**src/rtl/pipe_hazard_ctrl.sv**
```systemverilog
// Pipeline hazard/flush/drain sequencer: Mealy stall and flush controls, registered status.
// Zero-cycle response to load-use and taken branches; valid low aborts to IDLE on the next edge.
module pipe_hazard_ctrl #(
   parameter int ADDR_LINE_REG = 5,
   parameter int CNT_W         = 16,
   parameter int DRAIN_CYCLES  = 4,
   parameter int FLUSH_CYCLES  = 1
) (
   input  logic                     clk,
   input  logic                     reset,
   input  logic                     valid,
   input  logic                     opr_finished,
   input  logic [ADDR_LINE_REG-1:0] id_rs_addr,
   input  logic [ADDR_LINE_REG-1:0] id_rt_addr,
   input  logic                     id_uses_rt,
   input  logic                     ex_mem_read,
   input  logic [ADDR_LINE_REG-1:0] ex_rd_addr,
   input  logic                     ex_branch_taken,
   output logic                     pipe_en,
   output logic                     hazard,
   output logic                     bubble_ex,
   output logic                     flush_if_id,
   output logic                     busy,
   output logic                     done,
   output logic [CNT_W-1:0]         stall_cnt,
   output logic [CNT_W-1:0]         flush_cnt
);

   localparam int DW = (DRAIN_CYCLES > 1) ? $clog2(DRAIN_CYCLES) : 1;
   localparam int FW = (FLUSH_CYCLES > 1) ? $clog2(FLUSH_CYCLES) : 1;
   localparam logic [DW-1:0] DRAIN_LOAD = DW'(DRAIN_CYCLES - 1);
   localparam logic [FW-1:0] FLUSH_LOAD = FW'(FLUSH_CYCLES - 1);

   typedef enum logic [2:0] {
      S_IDLE  = 3'd0,
      S_RUN   = 3'd1,
      S_FLUSH = 3'd2,
      S_DRAIN = 3'd3,
      S_DONE  = 3'd4
   } state_t;

   state_t            state_q, state_d;
   logic              pend_q, pend_d;
   logic [DW-1:0]     drain_q, drain_d;
   logic [FW-1:0]     flush_q, flush_d;
   logic [CNT_W-1:0]  stall_q, stall_d;
   logic [CNT_W-1:0]  fcnt_q, fcnt_d;
   logic              busy_q, done_q;
   logic              load_use;

   assign load_use = ex_mem_read && (ex_rd_addr != '0) &&
                     ((ex_rd_addr == id_rs_addr) || (id_uses_rt && (ex_rd_addr == id_rt_addr)));

   always_comb begin
      state_d     = state_q;
      pend_d      = pend_q;
      drain_d     = drain_q;
      flush_d     = flush_q;
      stall_d     = stall_q;
      fcnt_d      = fcnt_q;
      hazard      = 1'b0;
      bubble_ex   = 1'b0;
      flush_if_id = 1'b0;
      case (state_q)
         S_IDLE: begin
            if (valid) begin
               state_d = S_RUN;
               stall_d = '0;
               fcnt_d  = '0;
               pend_d  = 1'b0;
            end
         end
         S_RUN: begin
            if (!valid) begin
               state_d = S_IDLE;
            end else if (ex_branch_taken) begin
               // Branch wins over load-use: the stalled instruction is squashed anyway.
               flush_if_id = 1'b1;
               bubble_ex   = 1'b1;
               if (fcnt_q != '1) fcnt_d = fcnt_q + 1'b1;
               pend_d  = pend_q | opr_finished;
               flush_d = FLUSH_LOAD;
               state_d = S_FLUSH;
            end else begin
               if (load_use) begin
                  hazard    = 1'b1;
                  bubble_ex = 1'b1;
               end
               if (opr_finished) begin
                  drain_d = DRAIN_LOAD;
                  state_d = S_DRAIN;
               end
            end
         end
         S_FLUSH: begin
            if (!valid) begin
               state_d = S_IDLE;
            end else begin
               flush_if_id = 1'b1;
               bubble_ex   = 1'b1;
               if (flush_q == '0) begin
                  if (pend_q || opr_finished) begin
                     drain_d = DRAIN_LOAD;
                     pend_d  = 1'b0;
                     state_d = S_DRAIN;
                  end else begin
                     state_d = S_RUN;
                  end
               end else begin
                  flush_d = flush_q - 1'b1;
                  pend_d  = pend_q | opr_finished;
               end
            end
         end
         S_DRAIN: begin
            if (!valid) begin
               state_d = S_IDLE;
            end else begin
               flush_if_id = 1'b1;
               // A stall freezes the drain count: the stalled slot did not advance the pipe.
               if (load_use) begin
                  hazard    = 1'b1;
                  bubble_ex = 1'b1;
               end else if (drain_q == '0) begin
                  state_d = S_DONE;
               end else begin
                  drain_d = drain_q - 1'b1;
               end
            end
         end
         S_DONE: begin
            if (!valid) state_d = S_IDLE;
         end
         default: state_d = S_IDLE;
      endcase
      if (hazard && (stall_q != '1)) stall_d = stall_q + 1'b1;
   end

   always_ff @(posedge clk or negedge reset) begin
      if (!reset) begin
         state_q <= S_IDLE;
         pend_q  <= 1'b0;
         drain_q <= '0;
         flush_q <= '0;
         stall_q <= '0;
         fcnt_q  <= '0;
         busy_q  <= 1'b0;
         done_q  <= 1'b0;
      end else begin
         state_q <= state_d;
         pend_q  <= pend_d;
         drain_q <= drain_d;
         flush_q <= flush_d;
         stall_q <= stall_d;
         fcnt_q  <= fcnt_d;
         busy_q  <= (state_d == S_RUN) || (state_d == S_FLUSH) || (state_d == S_DRAIN);
         done_q  <= (state_d == S_DONE);
      end
   end

   assign pipe_en   = busy_q;
   assign busy      = busy_q;
   assign done      = done_q;
   assign stall_cnt = stall_q;
   assign flush_cnt = fcnt_q;

endmodule

```
**config.mk**
```make
export PLATFORM = sky130hd
export DESIGN_NAME = pipe_hazard_ctrl
export DESIGN_NICKNAME = d
export VERILOG_FILES = /design/src/rtl/pipe_hazard_ctrl.sv
export SDC_FILE = /design/constraint.sdc
export NUM_CORES = 1
export LEC_CHECK = 0
export CAP_MARGIN = 20
export CORE_AREA = 4 4 93 95
export DETAILED_ROUTE_END_ITERATION = 8
export DIE_AREA = 0 0 97 99
export GPL_TIMING_DRIVEN = 1
export MAX_ROUTING_LAYER = met4
export PLACE_DENSITY = 0.63
export SLEW_MARGIN = 40
export SYNTH_ARGS = -nofsm -noshare
export SYNTH_HDL_FRONTEND = slang
export SYNTH_SLANG_ARGS = --single-unit
```
**constraint.sdc**
```tcl
create_clock -name clk -period 3 [get_ports clk]
set_input_delay 0.3 -clock clk [delete_from_list [all_inputs] [get_ports clk]]
set_output_delay 0.3 -clock clk [all_outputs]
set_load 0.03 [all_outputs]
```
== Word-level counts from Yosys, hierarchy flattened ==
Index checks and enable logic that the tools add are counted.

* Bitwise gates (word level): 1
* Add/subtract/negate cells: 4
* Equality and inequality tests: 25
* Multipliers: 0
* Divide/modulo/power cells: 0
* Reduce and logical (&&, ||, !) cells: 23
* Shift operators: 0
* Muxes and demuxes: 53
* Magnitude comparators: 0

{| class="wikitable"
|+ Operator list
! operator !! count
|-
| 2-to-1 mux 16 bit || 6
|-
| adder 16 x 1 -> 16 bit (second input constant) || 2
|-
| != test 16 bit (second input constant) || 2
|-
| one-hot mux 16 bit (2 select lines) || 1
|-
| 2-to-1 mux 3 bit || 10
|-
| != test 2 bit (second input constant) || 12
|-
| 2-to-1 mux 2 bit || 10
|-
| 2-to-1 mux 1 bit || 19
|-
| one-hot mux 3 bit (5 select lines) || 1
|-
| equality test 3 x 2 -> 1 bit (second input constant) || 4
|-
| equality test 5 bit || 2
|-
| AND reduction 10 bit || 1
|-
| nonzero test 2 bit || 4
|-
| equality test 3 x 1 -> 1 bit (second input constant) || 2
|-
| equality test 3 bit (second input constant) || 2
|-
| one-hot mux 1 bit (2 select lines) || 3
|-
| one-hot mux 1 bit (3 select lines) || 2
|-
| one-hot mux 2 bit (3 select lines) || 1
|-
| AND reduction 6 bit || 1
|-
| nonzero test 3 bit || 2
|-
| AND reduction 5 bit || 1
|-
| nonzero test 5 bit || 1
|-
| logical AND 1 bit || 4
|-
| logical OR 1 bit || 4
|-
| 9 further kinds || 9
|}

* Logic and storage cells: 114
* Memory bits (writable): 0
* Bits of input ports: 22
* Memory bits (read-only): 0
* Output and inout bits: 38
* Register bits: 41
* Memories: 0
* Latch bits: 0

== Depth between registers and ports, before layout ==
Gate-level depths: netlist (run 1).

* Depth in word-level cells: 11
* Mapped depth: 10
* Mapped depth without buffers: 7

== Least setup slack after synthesis (run 1) ==
OpenSTA, ideal clock, no wires.

* Path type: reg-to-reg
* From: reg stall_q[0] (netlist: stall_cnt[0])
* To: reg stall_q[12] (netlist: stall_cnt[12])
* Required time: 2922 ps
* Setup time: 78 ps
* Data arrival time: 2372 ps
* Buffers on the path: 2
* Stages on the path, launching flop included: 10
* Path slack: 550 ps
* Clock period less this slack: 2450 ps
* Cell sequence: dfrtp_1 -> ha_1 -> nand3_1 -> or2_1 -> clkbuf_1 -> o41ai_2 -> or4_1 -> buf_2 -> or4_1 -> a21oi_1

* Cells in the longest elaborated chain, start to end: 4
* Elaborated cells between the ends (all ways): 7
* Those cells by class: add/sub: 1; eq/ne: 1; mux: 1; reduce/logical: 4

{| class="wikitable"
|+ RTL lines
! item !! RTL line !! source
|-
| from (decl) || 46 || <nowiki>logic [CNT_W-1:0] stall_q, stall_d;</nowiki>
|-
| from (signal assigned) || 154 || <nowiki>stall_q <= stall_d;</nowiki>
|-
| branches (longest 4 deep; another with adder 16 x 1 -> 16 bit) || n/a ||
|}

Parallel ways; which one is timed is not known.
A chain may end at the register's enable or synchronous reset.

== Worst setup path after layout (run 1) ==
* From: in ex_rd_addr[3]
* To: out bubble_ex

* Cells in the longest elaborated chain, start to end: 8
* Elaborated cells between the ends (all ways): 12
* Those cells by class: eq/ne: 2; mux: 5; reduce/logical: 5

{| class="wikitable"
|+ RTL lines
! item !! RTL line !! source
|-
| from (decl) || 17 || <nowiki>input logic [ADDR_LINE_REG-1:0] ex_rd_addr,</nowiki>
|-
| equality test 5 bit || 52 || <nowiki>((ex_rd_addr == id_rs_addr) || (id_uses_rt && (ex_rd_addr == id_rt_addr)));</nowiki>
|-
| logical AND 1 bit || 52 ||
|-
| logical OR 1 bit || 52 ||
|-
| logical AND 1 bit * || 51 || <nowiki>assign load_use = ex_mem_read && (ex_rd_addr != '0) &&</nowiki>
|-
| 2-to-1 mux 1 bit * || 85, 121 ||
|-
| 2-to-1 mux 1 bit || 76 || <nowiki>end else if (ex_branch_taken) begin</nowiki>
|-
| 2-to-1 mux 1 bit || 74 || <nowiki>if (!valid) begin</nowiki>
|-
| one-hot mux 1 bit (3 select lines) * || 64 || <nowiki>case (state_q)</nowiki>
|-
| to (decl) || 21 || <nowiki>output logic bubble_ex,</nowiki>
|}

Every way passes the cells marked *; elsewhere a longest branch is shown, timed or not.

==> reports/summary.md, run 1 <==
* **main combinational cell family by area after synthesis** simple AND/OR/NAND/NOR gates
* **standard cell with the maximum stage delay on the critical path** sky130_fd_sc_hd__clkdlybuf4s50_1
* **number of flip-flops and latches in the synthesized netlist** 40
* **DR WL/cell** 13.7 µm
* **CTS HTree Levels** 2
* **source-to-sink clock delay at the later pin of the worst-skew pair** 0.30 ns
* **highest attainable clock frequency** 387 MHz
* **Final Wtd Congestion** 0.873
* **kind of critical path** primary input to primary output
* **Chip Width** 97 µm
* **switching portion of total power** 0.261
* **number of placed instances, taps included** 418
* **delay of the slowest cell on the worst path** 0.45 ns
* **crit path DAT** 2.29 ns
* **Crit path required time** 2.70 ns
* **number of warnings printed during yosys synthesis** 0
* **Net Sw Power** 0.384 mW
* **detailed-router iteration count before antenna repair** 4
* **Total Power** 1.47 mW
* **number of distinct library cell variants in the gate-level netlist after synthesis** 42
* **area added between synthesis and finish** 38.2%
* **cell types with the largest area share after synthesis** sky130_fd_sc_hd__dfrtp_1 (43%), sky130_fd_sc_hd__xor2_1 (8.4%), sky130_fd_sc_hd__nor2_1 (4.6%)
* **worst-case clock buffer depth** 2
* **final hold violation count** 0
* **maximum capacitance violations** 0
* **Reg clk slew, reported paths** 0.08 ns
* **number of enable-type register cells in the synthesized netlist** 0
* **static leakage power** 1.28 nW
* **final net count** 349
* **Compound-Gate Fraction of Synth Area** 0.148
* **share of power burned in the clock network** 0.425
* **number of DRC violations after detailed-routing iteration 0** 80
* **# clock sinks** 40
* **part of the cycle the worst path needs** 0.862
* **outcome** finished clean
* **portion of the post-synthesis area used by sequential elements** 0.435
* **power density over the cells** 462 mW/mm²
* **Syn Area/Cell** 8.76 µm²
* **number of antenna violations at the first check in global routing** 0
* **pre-CTS setup slack** 0.162 ns
* **vias in the first global route** 2042
* **total wirelength of the detailed-routed design** 5850 µm
* **total clock buffers created by CTS** 5
* **final setup violation count** 0
* **maximum number of pins on one net before global-route repair** 41
* **area share of the leading cell type in the synthesized netlist** 0.435
* **antenna-violating nets left** 0
* **area of combinational cells with multiple inputs** 0.00121 mm²
* **top-level port count** 60
* **overall fraction of global-route tracks in use** 0.126
* **initial cell density of the core** 0.298
* **routed vias** 2134
* **slack of the critical path** 0.415 ns
* **IR Drop Worst-Case VDD** 0.000259 V
* **final max-slew violation count** 0
* **synthesized instance count** 263
* **critical path launch point type** primary input
* **# fillers** 755
* **vertical die dimension** 99 µm
* **area of the mapped netlist** 0.00230 mm²
* **library cell with the largest summed area after synthesis** sky130_fd_sc_hd__dfrtp_1
* **register cell area after layout** 0.00100 mm²
* **fraction of synthesis flops using an asynchronous set or reset pin** 1.00
* **fraction of layout cells with a size suffix above 1** 0.0769
* **hold crit path type** primary input to asynchronous set/reset pin
* **depth of the worst register-to-register path** 7
* **final instance area** 0.00318 mm²
* **overall overflow remaining after global route** 0
* **DRC violations left** 0
* **number of standard cells in the layout, taps in and fillers out** 427
* **Final Skew** 0.00368 ns
* **area post-placement** 0.00302 mm²
* **critical-path maximum fanout** 7
* **synthesized-area fraction occupied by xor and xnor cells** 0.0875
* **Least-Margin Pin Slew** 0.601 ns
* **Combinational Power Share** 0.166
* **Flop pwr share** 0.409
* **Port Buf Inserts** 59
* **sort of element at the end of the critical path** primary output
* **post-layout minimum cycle time** 2.59 ns
* **wire length of the first global-routing pass** 9770 µm
* **unrepaired setup endpoints after global routing** no
* **Vias/cell** 5.00
* **Syn Nets** 288
* **accumulated negative setup slack** 0 ns
* **multiplexer share of the synthesized area** 0.00435
* **critical-path cell list** clkdlybuf4s50_1 -> xor2_1 -> nor4_2 -> a32oi_1 -> or2_2 -> a311oi_1 -> buf_4
* **Rel. slew slack** 0.597
* **design internal power** 1.09 mW
* **simple-gate share of the synthesized area** 0.266
* **CTS tree** done
* **commonest register cell after synthesis** sky130_fd_sc_hd__dfrtp_1
* **die outline area** 0.00960 mm²
* **estimated wirelength of the detail-placed design** 4310 µm
* **floorplan core area** 0.00773 mm²
* **adder and majority gate portion of the synthesized area** 0.0163
* **number of antenna diodes** 0
* **floorplan row count** 32
* **cell at the root of the clock tree** sky130_fd_sc_hd__clkbuf_8
* **cts repair resizes** 0
path summary, 6_finish.rpt:
| path | startpoint | end | slack [ns] |
|---|---|---|---|
| worst min-delay path | reset | stall_cnt[7] | 0.52 |
| worst max register to register | stall_cnt[0] | stall_cnt[12] | 0.46 |
| max in group asynchronous | reset | stall_cnt[12] | 2.11 |
| min in group clk | stall_cnt[14] | stall_cnt[14] | 0.55 |
| worst min register to register | stall_cnt[14] | stall_cnt[14] | 0.55 |
| worst max-delay path | ex_rd_addr[3] | bubble_ex | 0.41 |
registers in the layout, summed over array words and instances, names as in the netlist:
name	count
busy	1
done	1
drain_q	2
flush_cnt	16
pend_q	1
stall_cnt	16
state_q	3
cell usage after synthesis, types with 3 or more instances:
cell type,count
sky130_fd_sc_hd__inv_1,11
sky130_fd_sc_hd__and3_1,3
sky130_fd_sc_hd__and4_1,6
sky130_fd_sc_hd__nand4_1,9
sky130_fd_sc_hd__o31ai_1,6
sky130_fd_sc_hd__ha_1,3
sky130_fd_sc_hd__dfrtp_1,40
sky130_fd_sc_hd__o21ai_1,6
sky130_fd_sc_hd__a21oi_1,18
sky130_fd_sc_hd__o211ai_1,3
sky130_fd_sc_hd__o21ai_0,8
sky130_fd_sc_hd__buf_2,3
sky130_fd_sc_hd__nand2_1,21
sky130_fd_sc_hd__a211oi_1,3
sky130_fd_sc_hd__nor3_1,6
sky130_fd_sc_hd__or4_1,8
sky130_fd_sc_hd__xor2_1,22
sky130_fd_sc_hd__nor2_1,28
sky130_fd_sc_hd__clkbuf_1,9
sky130_fd_sc_hd__or3_1,8
sky130_fd_sc_hd__nand3_1,18
power groups by stage:
stage	clock network, mW	registers, mW	logic, mW
6_report	0.625	0.603	0.245
3_3_place_gp	0	0.611	0.242
5_1_grt	0.661	0.607	0.270
3_5_place_dp	0	0.611	0.245
4_1_cts	0.640	0.601	0.248
2_1_floorplan	0	0.622	0.121
stage by stage:
step	hold WS (ns)	util
global placement	0.502	0.390
floorplan	0.00441	-
global route	0.567	0.412
finish	0.517	0.412
detailed placement	0.322	0.390
CTS	0.543	0.412
layout make-up:
cell class,count,area share
sequential,40,0.314
clock buffer,5,0.0216
inverter,12,0.0141
timing repair buffer,67,0.203
multi-input combinational,198,0.379
tap,102,0.0401
clock inverter,3,0.0283
cell usage in the layout (no fill, tap or decap), drive strengths merged, types with 5 or more instances in the layout:
cell	n
clkdlybuf4s50	56
dfrtp	40
nor2	28
xor2	22
nand2	21
a21oi	18
nand3	18
o21ai	14
inv	12
buf	10
nand4	9
or4	8
or3	8
and4	6
o31ai	6
nor3	6
clkbuf	5
routing by layer:
| metal | global-route usage | part of all wire |
|---|---|---|
| met5 | - | 0 |
| met4 | 0.0454 | 0.015 |
| met3 | 0.0248 | 0.037 |
| met2 | 0.202 | 0.48 |
| met1 | 0.159 | 0.46 |
cells by family (layout without fill, tap and decap cells):
group | Yosys count | in the layout
and+or+nand+nor | 117 | 117
AOI/OAI and AO/OA | 54 | 54
DFF | 40 | 40
buffers and inverters | 25 | 87
xor gates and xnor gates | 23 | 23
adders and majority gates | 3 | 3
muxes | 1 | 1
worst max-delay path: cells and delay by family:
family,cells,cell delay [ns]
compound gates,2,0.49
xor+xnor,1,0.19
buf+inv,2,0.67
simple gates,2,0.63
repair_timing:
action | 4_1_cts | 5_1_grt
buffers inserted | 0 | 0
endpoints found under the hold margin | 39 | 0
hold buffers | 1 | 0
No activity file was read; power rests on OpenSTA's default activity.
==> inputs of run 2 (changes only) <==
--- a/config.mk
+++ b/config.mk
@@ -6,12 +6,12 @@
 export NUM_CORES = 1
 export LEC_CHECK = 0
 export CAP_MARGIN = 20
-export CORE_AREA = 4 4 93 95
+export CORE_AREA = 4 4 87 89
 export DETAILED_ROUTE_END_ITERATION = 8
-export DIE_AREA = 0 0 97 99
+export DIE_AREA = 0 0 91 93
 export GPL_TIMING_DRIVEN = 1
 export MAX_ROUTING_LAYER = met4
-export PLACE_DENSITY = 0.63
+export PLACE_DENSITY = 0.69
 export SLEW_MARGIN = 40
 export SYNTH_ARGS = -nofsm -noshare
 export SYNTH_HDL_FRONTEND = slang
==> run 2 against run 1 <==
Against the previous run: clock power fell by 37%; routed wire length shrank 0.46%; global-route usage is 1.8 points higher; register-to-register slack hardly changed; maximum frequency shrank 1.0%; non-clock buffer count stayed put; critical path type unchanged; clock-buffer cell count is 1 higher; final area decreased by 2.9%; utilization increased by 4.5 points; critical path depth stayed put; first-iteration DRC count rose by 59%; clock skew is 0.0077 ns higher.
==> reports/summary.md, run 2 (synthesis results as in run 1) <==
* **sort of element at the end of the critical path** primary output, unchanged
* **power density over the cells** 400 mW/mm², was 462 mW/mm²
* **slack of the critical path** 0.387 ns, was 0.415 ns
* **estimated wirelength of the detail-placed design** 4220 µm, was 4310 µm
* **die outline area** 0.00846 mm², was 0.00960 mm²
* **floorplan core area** 0.00676 mm², was 0.00773 mm²
* **final setup violation count** 0, unchanged
* **number of antenna violations at the first check in global routing** 0, unchanged
* **floorplan row count** 30, was 32
* **initial cell density of the core** 0.341, was 0.298
* **maximum capacitance violations** 0, unchanged
* **vertical die dimension** 93 µm, was 99 µm
* **cell at the root of the clock tree** sky130_fd_sc_hd__clkbuf_8, unchanged
* **top-level port count** 60, unchanged
* **pre-CTS setup slack** 0.142 ns, was 0.162 ns
* **number of antenna diodes** 0, unchanged
* **total wirelength of the detailed-routed design** 5820 µm, was 5850 µm
* **outcome** finished clean, unchanged
* **crit path DAT** 2.31 ns, was 2.29 ns
* **vias in the first global route** 2090, was 2042
* **cts repair resizes** 0, unchanged
* **routed vias** 2178, was 2134
* **CTS HTree Levels** 2, unchanged
* **CTS tree** done, unchanged
* **final hold violation count** 0, unchanged
* **fraction of layout cells with a size suffix above 1** 0.0769, unchanged
* **final net count** 349, unchanged
* **detailed-router iteration count before antenna repair** 4, unchanged
* **critical register-to-register path startpoint** stall_cnt[0], unchanged
* **IR Drop Worst-Case VDD** 0.000205 V, was 0.000259 V
* **DR WL/cell** 14.4 µm, was 13.7 µm
* **slack of the worst reg-to-reg path** 0.45 ns, was 0.46 ns
* **critical-path cell list** clkdlybuf4s50_1 -> xor2_1 -> nor4_2 -> a32oi_1 -> or2_2 -> a311oi_1 -> buf_4, unchanged
* **maximum number of pins on one net before global-route repair** 41, unchanged
* **Vias/cell** 5.38, was 5.00
* **wire length of the first global-routing pass** 9840 µm, was 9770 µm
* **area added between synthesis and finish** 34.2%, was 38.2%
* **DRC violations left** 0, unchanged
* **post-layout minimum cycle time** 2.61 ns, was 2.59 ns
* **number of DRC violations after detailed-routing iteration 0** 127, was 80
* **overall fraction of global-route tracks in use** 0.144, was 0.126
* **part of the cycle the worst path needs** 0.871, was 0.862
* **final max-slew violation count** 0, unchanged
* **Rel. slew slack** 0.609, was 0.597
* **Reg clk slew, reported paths** 0.08 ns, about the same
* **highest attainable clock frequency** 383 MHz, was 387 MHz
* **Total Power** 1.24 mW, was 1.47 mW
* **critical-path maximum fanout** 7, unchanged
* **Crit path required time** 2.70 ns, about the same
* **worst-case clock buffer depth** 2, unchanged
* **critical path launch point type** primary input, unchanged
* **Least-Margin Pin Slew** 0.583 ns, was 0.601 ns
* **final core utilization** 0.457, was 0.412
* **static leakage power** 1.26 nW, was 1.28 nW
* **unrepaired setup endpoints after global routing** no, unchanged
* **reg-to-reg endpoint** stall_cnt[10], was stall_cnt[12]
* **most common library cell in the layout ignoring fill and taps** sky130_fd_sc_hd__clkdlybuf4s50_1, unchanged
* **standard cell with the maximum stage delay on the critical path** sky130_fd_sc_hd__clkdlybuf4s50_1, unchanged
* **total clock buffers created by CTS** 5, unchanged
* **depth of the worst register-to-register path** 7, unchanged
* **hold crit path type** primary input to asynchronous set/reset pin, unchanged
* **Final Wtd Congestion** 0.813, was 0.873
* **kind of critical path** primary input to primary output, unchanged
* **Port Buf Inserts** 59, unchanged
* **overall overflow remaining after global route** 0, unchanged
* **accumulated negative setup slack** 0 ns, unchanged
* **Chip Width** 91 µm, was 97 µm
* **most frequent cells in the layout** sky130_fd_sc_hd__clkdlybuf4s50_1 (56), sky130_fd_sc_hd__dfrtp_1 (40), sky130_fd_sc_hd__nor2_1 (28), unchanged
* **hold_ws** 0.507 ns, was 0.517 ns
* **# clock sinks** 40, unchanged
* **source-to-sink clock delay at the later pin of the worst-skew pair** 0.31 ns, was 0.30 ns
* **antenna-violating nets left** 0, unchanged
* **Final Skew** 0.0114 ns, was 0.00368 ns
* **delay of the slowest cell on the worst path** 0.47 ns, was 0.45 ns
==> run 2: what timing repair did <==
item / in CTS / in global routing
hold endpoints to repair: 40 / 0
hold buffers: 1 / 0
setup buffers: 0 / 0
==> run 2: power breakdown <==
group / total, mW / internal (mW) / leakage (nW) / switching [mW]
registers: 0.600 / 0.567 / 0.544 / 0.0336
clock network: 0.391 / 0.184 / 0.0510 / 0.207
logic: 0.246 / 0.107 / 0.663 / 0.140
total: 1.24 / 0.857 / 1.26 / 0.380
==> run 2: final cells by class <==
type	instances	area (µm²)
multi-input combinational	198	1210
timing repair buffer	67	646
sequential	40	1000
clock inverter	2	10.0
fill	663	3670
tap	80	100
clock buffer	6	82.6
inverter	12	45.0
==> run 2: through the flow <==
step                      cells  area [µm²]
after detailed placement    396        2990
final                       405        3090
after global placement      396        2990
after floorplan             263        2300
after global routing        405        3090
after CTS                   405        3090
==> run 2: worst max-delay path by stage <==
stage                             start       endpoint  slack (ns)
after detailed placement  ex_rd_addr[1]  stall_cnt[10]        0.14
after global placement    ex_rd_addr[3]  stall_cnt[12]        0.18
after global routing      ex_rd_addr[1]      bubble_ex        0.21
final                     ex_rd_addr[1]      bubble_ex        0.39
after floorplan            stall_cnt[0]  stall_cnt[12]        0.55
after CTS                 ex_rd_addr[1]      bubble_ex        0.36
==> run 2: routing by layer <==
metal  share of wire  vias to the layer above  GRT usage
met5               0                        -          -
met3           0.040                        7     0.0378
met2            0.47                       54      0.231
met4           0.012                        0     0.0415
met1            0.47                     1049      0.181
li1                -                     1068          -
==> run 2: critical path, delay by kind of cell <==
kind | cells | cell delay (ns)
compound gates | 2 | 0.50
xor+xnor | 1 | 0.19
buf+inv | 2 | 0.69
simple gates | 2 | 0.62
==> inputs of run 3 (changes only) <==
--- a/config.mk
+++ b/config.mk
@@ -6,12 +6,13 @@
 export NUM_CORES = 1
 export LEC_CHECK = 0
 export CAP_MARGIN = 20
-export CORE_AREA = 4 4 87 89
+export CORE_AREA = 3 3 86 88
 export DETAILED_ROUTE_END_ITERATION = 8
-export DIE_AREA = 0 0 91 93
+export DIE_AREA = 0 0 89 91
 export GPL_TIMING_DRIVEN = 1
 export MAX_ROUTING_LAYER = met4
 export PLACE_DENSITY = 0.69
+export REMOVE_ABC_BUFFERS = 1
 export SLEW_MARGIN = 40
 export SYNTH_ARGS = -nofsm -noshare
 export SYNTH_HDL_FRONTEND = slang
==> run 3 against run 2 <==
Against the previous run: non-clock buffer count stayed put; total power down 1.0%; sequential cell count unchanged; sequential power is 0.8% higher; die area down 4.3%; sequential share of layout area is the same; clock power down 3%; global-route usage increased by 1.0 points; clock skew is 0.0063 ns lower; clock-buffer cell count stayed put; combinational power down 3%; largest cell class unchanged; highest routed layer unchanged.
==> reports/summary.md, run 3 (synthesis results as in run 1) <==
* **detailed-router iteration count before antenna repair** 5, was 4
* **total wirelength of the detailed-routed design** 5680 µm, was 5820 µm
* **cts repair resizes** 0, unchanged
* **Reg clk slew, reported paths** 0.07 ns, was 0.08 ns
* **Most Used Layer, Global Route** met2, unchanged
* **CTS HTree Levels** 2, unchanged
* **accumulated negative setup slack** 0 ns, unchanged
* **power density over the cells** 396 mW/mm², was 400 mW/mm²
* **unrepaired setup endpoints after global routing** no, unchanged
* **cell at the root of the clock tree** sky130_fd_sc_hd__clkbuf_8, unchanged
* **buffer count from post-CTS setup fixing** 0, unchanged
* **maximum number of pins on one net before global-route repair** 41, unchanged
* **met2 demand-to-capacity share in global routing** 0.239, was 0.231
* **top-level port count** 60, unchanged
* **quantity of hold-fixing buffers added after cts** 1, unchanged
* **total clock buffers created by CTS** 5, unchanged
* **worst-case clock buffer depth** 2, unchanged
* **critical path launch point type** primary input, unchanged
* **Crit path required time** 2.70 ns, about the same
* **vertical die dimension** 91 µm, was 93 µm
* **# clock sinks** 40, unchanged
* **final net count** 349, unchanged
* **CTS tree** done, unchanged
* **post-layout minimum cycle time** 2.63 ns, was 2.61 ns
* **Vias/cell** 5.32, was 5.38
* **final instance area** 0.00309 mm², unchanged
* **area post-placement** 0.00299 mm², unchanged
* **initial cell density of the core** 0.343, was 0.341
* **floorplan core area** 0.00672 mm², was 0.00676 mm²
* **Final Skew** 0.00513 ns, was 0.0114 ns
* **wire length of the first global-routing pass** 9780 µm, was 9840 µm
* **part of the cycle the worst path needs** 0.875, was 0.871
* **IR Drop Worst-Case VDD** 0.000171 V, was 0.000205 V
* **final setup violation count** 0, unchanged
* **Chip Width** 89 µm, was 91 µm
* **source-to-sink clock delay at the later pin of the worst-skew pair** 0.30 ns, was 0.31 ns
* **sort of element at the end of the critical path** primary output, unchanged
* **number of antenna violations at the first check in global routing** 0, unchanged
* **routed vias** 2155, was 2178
* **launch point of the worst path** ex_rd_addr[1], unchanged
* **overall fraction of global-route tracks in use** 0.154, was 0.144
* **highest attainable clock frequency** 381 MHz, was 383 MHz
* **Least-Margin Pin Slew** 0.578 ns, was 0.583 ns
* **crit path DAT** 2.33 ns, was 2.31 ns
* **slack of the worst reg-to-reg path** 0.53 ns, was 0.45 ns
* **Final Wtd Congestion** 0.814, was 0.813
* **hold crit path type** primary input to asynchronous set/reset pin, unchanged
* **routing usage on met3** 0.0363, was 0.0378
* **DRC violations left** 0, unchanged
* **most frequent cells in the layout** sky130_fd_sc_hd__clkdlybuf4s50_1 (56), sky130_fd_sc_hd__dfrtp_1 (40), sky130_fd_sc_hd__nor2_1 (28), unchanged
* **Rel. slew slack** 0.613, was 0.609
* **number of antenna diodes** 0, unchanged
* **final hold violation count** 0, unchanged
* **kind of critical path** primary input to primary output, unchanged
* **antenna-violating nets left** 0, unchanged
* **vias in the first global route** 2127, was 2090
* **overall overflow remaining after global route** 0, unchanged
* **critical-path maximum fanout** 7, unchanged
* **static leakage power** 1.26 nW, about the same
* **depth of the worst register-to-register path** 8, was 7
* **final max-slew violation count** 0, unchanged
* **number of DRC violations after detailed-routing iteration 0** 128, was 127
* **Port Buf Inserts** 59, unchanged
* **reg-to-reg endpoint** stall_cnt[12], was stall_cnt[10]
* **floorplan row count** 30, unchanged
* **maximum capacitance violations** 0, unchanged
* **fraction of layout cells with a size suffix above 1** 0.0769, unchanged
* **die outline area** 0.00810 mm², was 0.00846 mm²
* **outcome** finished clean, unchanged
* **most common library cell in the layout ignoring fill and taps** sky130_fd_sc_hd__clkdlybuf4s50_1, unchanged
* **DR WL/cell** 14.0 µm, was 14.4 µm
* **GR Layer Usage met1** 0.195, was 0.181
* **area added between synthesis and finish** 34.2%, unchanged
* **estimated wirelength of the detail-placed design** 4110 µm, was 4220 µm
* **# fillers** 651, was 663
* **critical register-to-register path startpoint** stall_cnt[0], unchanged
run 3: cell counts in the layout (fill, tap and decap cells not counted):
No cell type changed its count.
run 3: through the flow:
step	power, mW	utilization	setup slack, ns	cells	hold slack (ns)
2_1_floorplan	0.737	-	0.520	250	0.00441
3_3_place_gp	0.849	0.444	0.278	396	0.488
3_5_place_dp	0.855	0.445	0.238	396	0.322
4_1_cts	1.24	0.460	0.343	405	0.533
5_1_grt	1.30	0.460	0.199	405	0.552
6_report	1.22	0.460	0.374	405	0.514
run 3: area by class of cell:
| cell class | instances | area (µm²) | share of cell area |
|---|---|---|---|
| Inverter | 12 | 45.0 | 0.0146 |
| Tap cell | 80 | 100 | 0.0324 |
| Clock buffer | 6 | 82.6 | 0.0267 |
| Sequential cell | 40 | 1000 | 0.324 |
| Timing Repair Buffer | 67 | 646 | 0.209 |
| Clock inverter | 2 | 10.0 | 0.00324 |
| Multi-Input combinational cell | 198 | 1210 | 0.390 |
run 3: layer usage:
layer / routed length [µm] / up-vias / part of all wire
met5: 0 / - / 0
met4: 112 / 0 / 0.020
met3: 277 / 11 / 0.049
met2: 2690 / 53 / 0.47
met1: 2610 / 1022 / 0.46
li1: - / 1069 / -
run 3: worst max-delay path by stage:
| stage | to | slack [ns] | cells after the start |
|---|---|---|---|
| 6_report | bubble_ex | 0.37 | 7 |
| 3_3_place_gp | stall_cnt[12] | 0.28 | 8 |
| 4_1_cts | bubble_ex | 0.34 | 7 |
| 2_1_floorplan | stall_cnt[10] | 0.52 | 7 |
| 5_1_grt | bubble_ex | 0.20 | 7 |
| 3_5_place_dp | stall_cnt[10] | 0.24 | 8 |
run 3: critical path: stages:
cell                              delay [ns]
sky130_fd_sc_hd__clkdlybuf4s50_1        0.47
sky130_fd_sc_hd__xor2_1                 0.19
sky130_fd_sc_hd__nor4_2                 0.25
sky130_fd_sc_hd__a32oi_1                0.15
sky130_fd_sc_hd__or2_2                  0.36
sky130_fd_sc_hd__a311oi_1               0.36
sky130_fd_sc_hd__buf_4                  0.23
run 3: where the power goes:
| group | internal, mW | leakage (nW) | total [mW] | switching, mW |
|---|---|---|---|---|
| Clock | 0.184 | 0.0510 | 0.381 | 0.197 |
| Combinational | 0.105 | 0.663 | 0.238 | 0.134 |
| Sequential | 0.567 | 0.544 | 0.605 | 0.0389 |
